===== src/rtl/fifo_param.sv =====
// Parametrised single-clock FIFO with occupancy, threshold flags and registered read data.
// Define FIFO_ERROR_EN to build the sticky overflow/underflow flags; otherwise they read 0.
module fifo_param #(
    parameter int DATA_WIDTH = 10,
    parameter int DEPTH      = 8,
    parameter int AE_THRESH  = 2,
    parameter int AF_THRESH  = 6
) (
    input  logic                         clk,
    input  logic                         reset,
    input  logic                         push,
    input  logic                         pop,
    input  logic [DATA_WIDTH-1:0]        data_in,
    output logic [DATA_WIDTH-1:0]        data_out,
    output logic                         valid_out,
    output logic [$clog2(DEPTH+1)-1:0]   count,
    output logic                         full,
    output logic                         empty,
    output logic                         almost_full,
    output logic                         almost_empty,
    output logic                         overflow,
    output logic                         underflow
);

    localparam int PW = $clog2(DEPTH);
    localparam int CW = $clog2(DEPTH+1);
    localparam logic [CW-1:0] DEPTH_C = CW'(DEPTH);
    localparam logic [CW-1:0] AE_C    = CW'(AE_THRESH);
    localparam logic [CW-1:0] AF_C    = CW'(AF_THRESH);

    logic [DATA_WIDTH-1:0] mem [DEPTH];
    logic [PW-1:0]         wr_ptr;
    logic [PW-1:0]         rd_ptr;
    logic [CW-1:0]         count_p1;
    logic [DATA_WIDTH-1:0] rd_data_p1;
    logic                  vld_p1;
    logic                  push_acc;
    logic                  pop_acc;

    // Stage p0: accept decisions from registered state only
    assign full     = (count_p1 == DEPTH_C);
    assign empty    = (count_p1 == '0);
    assign push_acc = push && (!full || pop);
    assign pop_acc  = pop && !empty;

    // Storage is deliberately not reset; valid data is tracked by the pointers.
    always_ff @(posedge clk) begin
        if (push_acc) begin
            mem[wr_ptr] <= data_in;
        end
    end

    // Stage p1: pointers, occupancy and registered read port
    always_ff @(posedge clk or negedge reset) begin
        if (!reset) begin
            wr_ptr     <= '0;
            rd_ptr     <= '0;
            count_p1   <= '0;
            rd_data_p1 <= '0;
            vld_p1     <= 1'b0;
        end else begin
            vld_p1 <= pop_acc;
            if (push_acc) begin
                wr_ptr <= wr_ptr + PW'(1);
            end
            if (pop_acc) begin
                rd_ptr     <= rd_ptr + PW'(1);
                rd_data_p1 <= mem[rd_ptr];
            end
            case ({push_acc, pop_acc})
                2'b10:   count_p1 <= count_p1 + CW'(1);
                2'b01:   count_p1 <= count_p1 - CW'(1);
                default: count_p1 <= count_p1;
            endcase
        end
    end

    assign count        = count_p1;
    assign data_out     = rd_data_p1;
    assign valid_out    = vld_p1;
    assign almost_full  = (count_p1 >= AF_C);
    assign almost_empty = (count_p1 <= AE_C);

`ifdef FIFO_ERROR_EN
    logic ovf_p1;
    logic udf_p1;

    always_ff @(posedge clk or negedge reset) begin
        if (!reset) begin
            ovf_p1 <= 1'b0;
            udf_p1 <= 1'b0;
        end else begin
            if (push && full && !pop) begin
                ovf_p1 <= 1'b1;
            end
            if (pop && empty) begin
                udf_p1 <= 1'b1;
            end
        end
    end

    assign overflow  = ovf_p1;
    assign underflow = udf_p1;
`else
    assign overflow  = 1'b0;
    assign underflow = 1'b0;
`endif

endmodule


===== config.mk =====
export PLATFORM = sky130hd
export DESIGN_NAME = fifo_param
export DESIGN_NICKNAME = d
export VERILOG_FILES = /design/src/rtl/fifo_param.sv
export SDC_FILE = /design/constraint.sdc
export NUM_CORES = 1
export LEC_CHECK = 0
export ABC_AREA = 1
export CORE_ASPECT_RATIO = 1.75
export CORE_MARGIN = 1.5
export CORE_UTILIZATION = 52
export DETAILED_ROUTE_END_ITERATION = 10
export PLACE_DENSITY = 0.77
export SLEW_MARGIN = 25
export SYNTH_ARGS = -nofsm -noshare
export SYNTH_HDL_FRONTEND = slang
export SYNTH_SLANG_ARGS = --single-unit

===== constraint.sdc =====
create_clock -name clk -period 2 [get_ports clk]
set_clock_uncertainty 0.2 [all_clocks]
set_input_delay 0.4 -clock clk [delete_from_list [all_inputs] [get_ports clk]]
set_output_delay 0.4 -clock clk [all_outputs]
set_load 0.03 [all_outputs]

==> metrics <==
IO Port Bufs=32; Sink Count=101; fin crit share=0.994; Area after DPL=5080 um^2; vias in the first global route=3122; clock network power share=0.242; most numerous cell in the Yosys netlist=nand2_1; combinational fraction of design power=0.397; post-DR wirelength/cell=14.7 um; Yosys reg bits=101; crit path cell chain=buf_6 -> nor4_2 -> buf_4; Initial DRT Pass Iterations=5; antenna viol nets, final=0; core area=around 8300 um^2; die area=9170 um^2; Vias/cell=4.91; final setup fails=0; RSZ-0062 raised after global routing=true; clk root buf=clkbuf_16; Seq/Total Area, Yosys=0.656; ranking of synthesized cells by area=edfxtp_1 54%, nand2_1 12%, dfrtp_1 12%; Final Slew Violations=0; clk slew on worst S/H paths=0.07 ns; CP Launch Type=register; Initial Util=0.537; P_int=5080 uW; later-pin clock latency in the skew report=0.35 ns; share of cells above drive strength 1=0.155; Fin. Hold Viols=0; leakage power=about 0.0025 uW; # diodes=0; routability cong.=0.895; DRT Wirelength=9.00 mm; drt drc=0; Post-synth EDFFs=80; Power Dens Cells=1470 nW/um^2; Final WS setup=0.0115 ns; CTS tree=built; crit path kind=register to output port; # nets final=513; post-place setup slack=-0.312 ns; TritonCTS Buffers=9; initial detailed-routing violation count=between 200 and 250; area growth from synthesis to layout=22.0%; first-pass GRT wire length=15.1 mm; commonest cells in the synthesized netlist=143 x nand2_1, 80 x edfxtp_1, 75 x inv_1; Die H=126 um; ys flop type=edfxtp_1; Clock Path Buffers=2; H-tree depth=3; Hold WC Path Type=input port to asynchronous set/reset pin; worst slew pin tran=roughly 0.63 ns; max cap viols=0; Yosys top cell by area=edfxtp_1; Yosys cell types=24; sequential fraction of design power=0.361; Post-synth ARST share=0.208; Top Ports=35; grt total ovfl=0; outcome=complete, no violations; row cnt=between 40 and 50; Max Clock Freq=~500 MHz; Required @ worst endpoint=1.40 ns; CP max-delay cell=dfrtp_2; mean post-synth cell area=10.2 um^2; pin count of the biggest net entering global routing=42; via count=~3k; CP Capture Type=output port; synthesized area=between 4000 and 5000 um^2; top cell type's share of synthesized area=0.538; CP max stage delay=between 0.4 and 0.5 ns; Mapped Cells=roughly 440; antenna violations before repair=0; Final Critical Period=~2.0 ns; Yosys Warn Count=0; placed wire-length estimate=6.26 mm; VDD IR max=787 uV; sw frac=0.367; Sw Pwr=~2900 uW; slew margin rel.=0.578; setup TNS=0 ns; total track usage=0.223; CP max FO=4; post-route design area=roughly 5400 um^2; DIE WIDTH=73.0 um; Hold WS=0.198 ns; Worst Path Arrival=1.39 ns
[worst max-delay path: cells and delay by family, from the launching register on]
family | cells | cell delay, ns
flops | 1 | 0.44
buf+inv | 2 | 0.34
simple gates | 1 | 0.26
[stage by stage]
step / util / power (uW) / instances
global route: 0.655 / 8540 / 613
finish: 0.655 / 8030 / 613
CTS: 0.652 / 8060 / 613
floorplan: - / 5100 / 440
global placement: 0.611 / 6040 / 597
detailed placement: 0.611 / 6120 / 597
[state kept, by name, summed over array words and instances (netlist names)]
signal,cells
valid_out,1
mem,80
data_out,10
count,4
rd_ptr,3
wr_ptr,3
[timing repair]
item,CTS,global route
setup buffers,0,0
hold endpoints to repair,0,0
hold buffers,0,0
setup endpoints to repair,6,23
gates resized for setup,9,11
pin swaps,1,1
[power groups by stage]
stage / logic, uW / registers (uW) / clock network (uW)
after detailed placement: 3190 / 2930 / 0
after global placement: 3120 / 2920 / 0
after CTS: 3190 / 2900 / 1970
after floorplan: 1860 / 3240 / 0
final: 3180 / 2900 / 1940
after global routing: 3550 / 2940 / 2050
[cell type report]
cell class	count	area, um^2
clock inverters	7	114
multi-input cells	243	1190
clock buffers	9	225
fillers	624	2870
inverters	77	289
flip-flops and latches	101	2930
well taps	115	144
repair buffers	61	552
[logic make-up after synthesis]
family,after synthesis,synth area share
flops,101,0.656
xor+xnor,4,0.00785
fa+ha+maj,6,0.0185
simple gates,224,0.216
buf+inv,96,0.0933
other cells,1,0.000840
compound gates,7,0.00785
[per-layer routing]
layer  routed length (um)  track usage  vias up  share of wire
li1                     -            -     1495              -
met1                 3600        0.266     1403           0.40
met2                 4690        0.374       87           0.52
met3                  378       0.0492       27          0.042
met4                  324        0.105        0          0.036
met5                    0            0        -              0
[worst paths after layout]
check	slack, ns	cells past startpoint	start	to
hold / removal	0.20	2	reset	data_out[5]
setup reg to reg	0.08	12	count[0]	count[3]
hold reg to reg	0.27	2	data_out[0]	data_out[0]
setup / recovery	0.01	3	count[2]	full
min in group clk	0.27	2	data_out[0]	data_out[0]
max in group asynchronous	1.14	2	reset	count[3]
[layout by cell type, fill, tap and decap left out, drive strengths merged, types with 3 or more instances in the layout]
master / Yosys / routed
nand2: 146 / 146
edfxtp: 80 / 80
inv: 77 / 77
nand3: 63 / 63
buf: 14 / 32
dfrtp: 21 / 21
clkdlybuf4s50: 0 / 17
nor2: 11 / 11
clkbuf: 5 / 9
dlymetal6s2s: 0 / 7
o21ai: 7 / 7
ha: 5 / 5
dlygate4sd2: 0 / 4
clkinv: 0 / 4
xor2: 3 / 3
bufinv: 0 / 3
(Power assumes the default switching activity.)
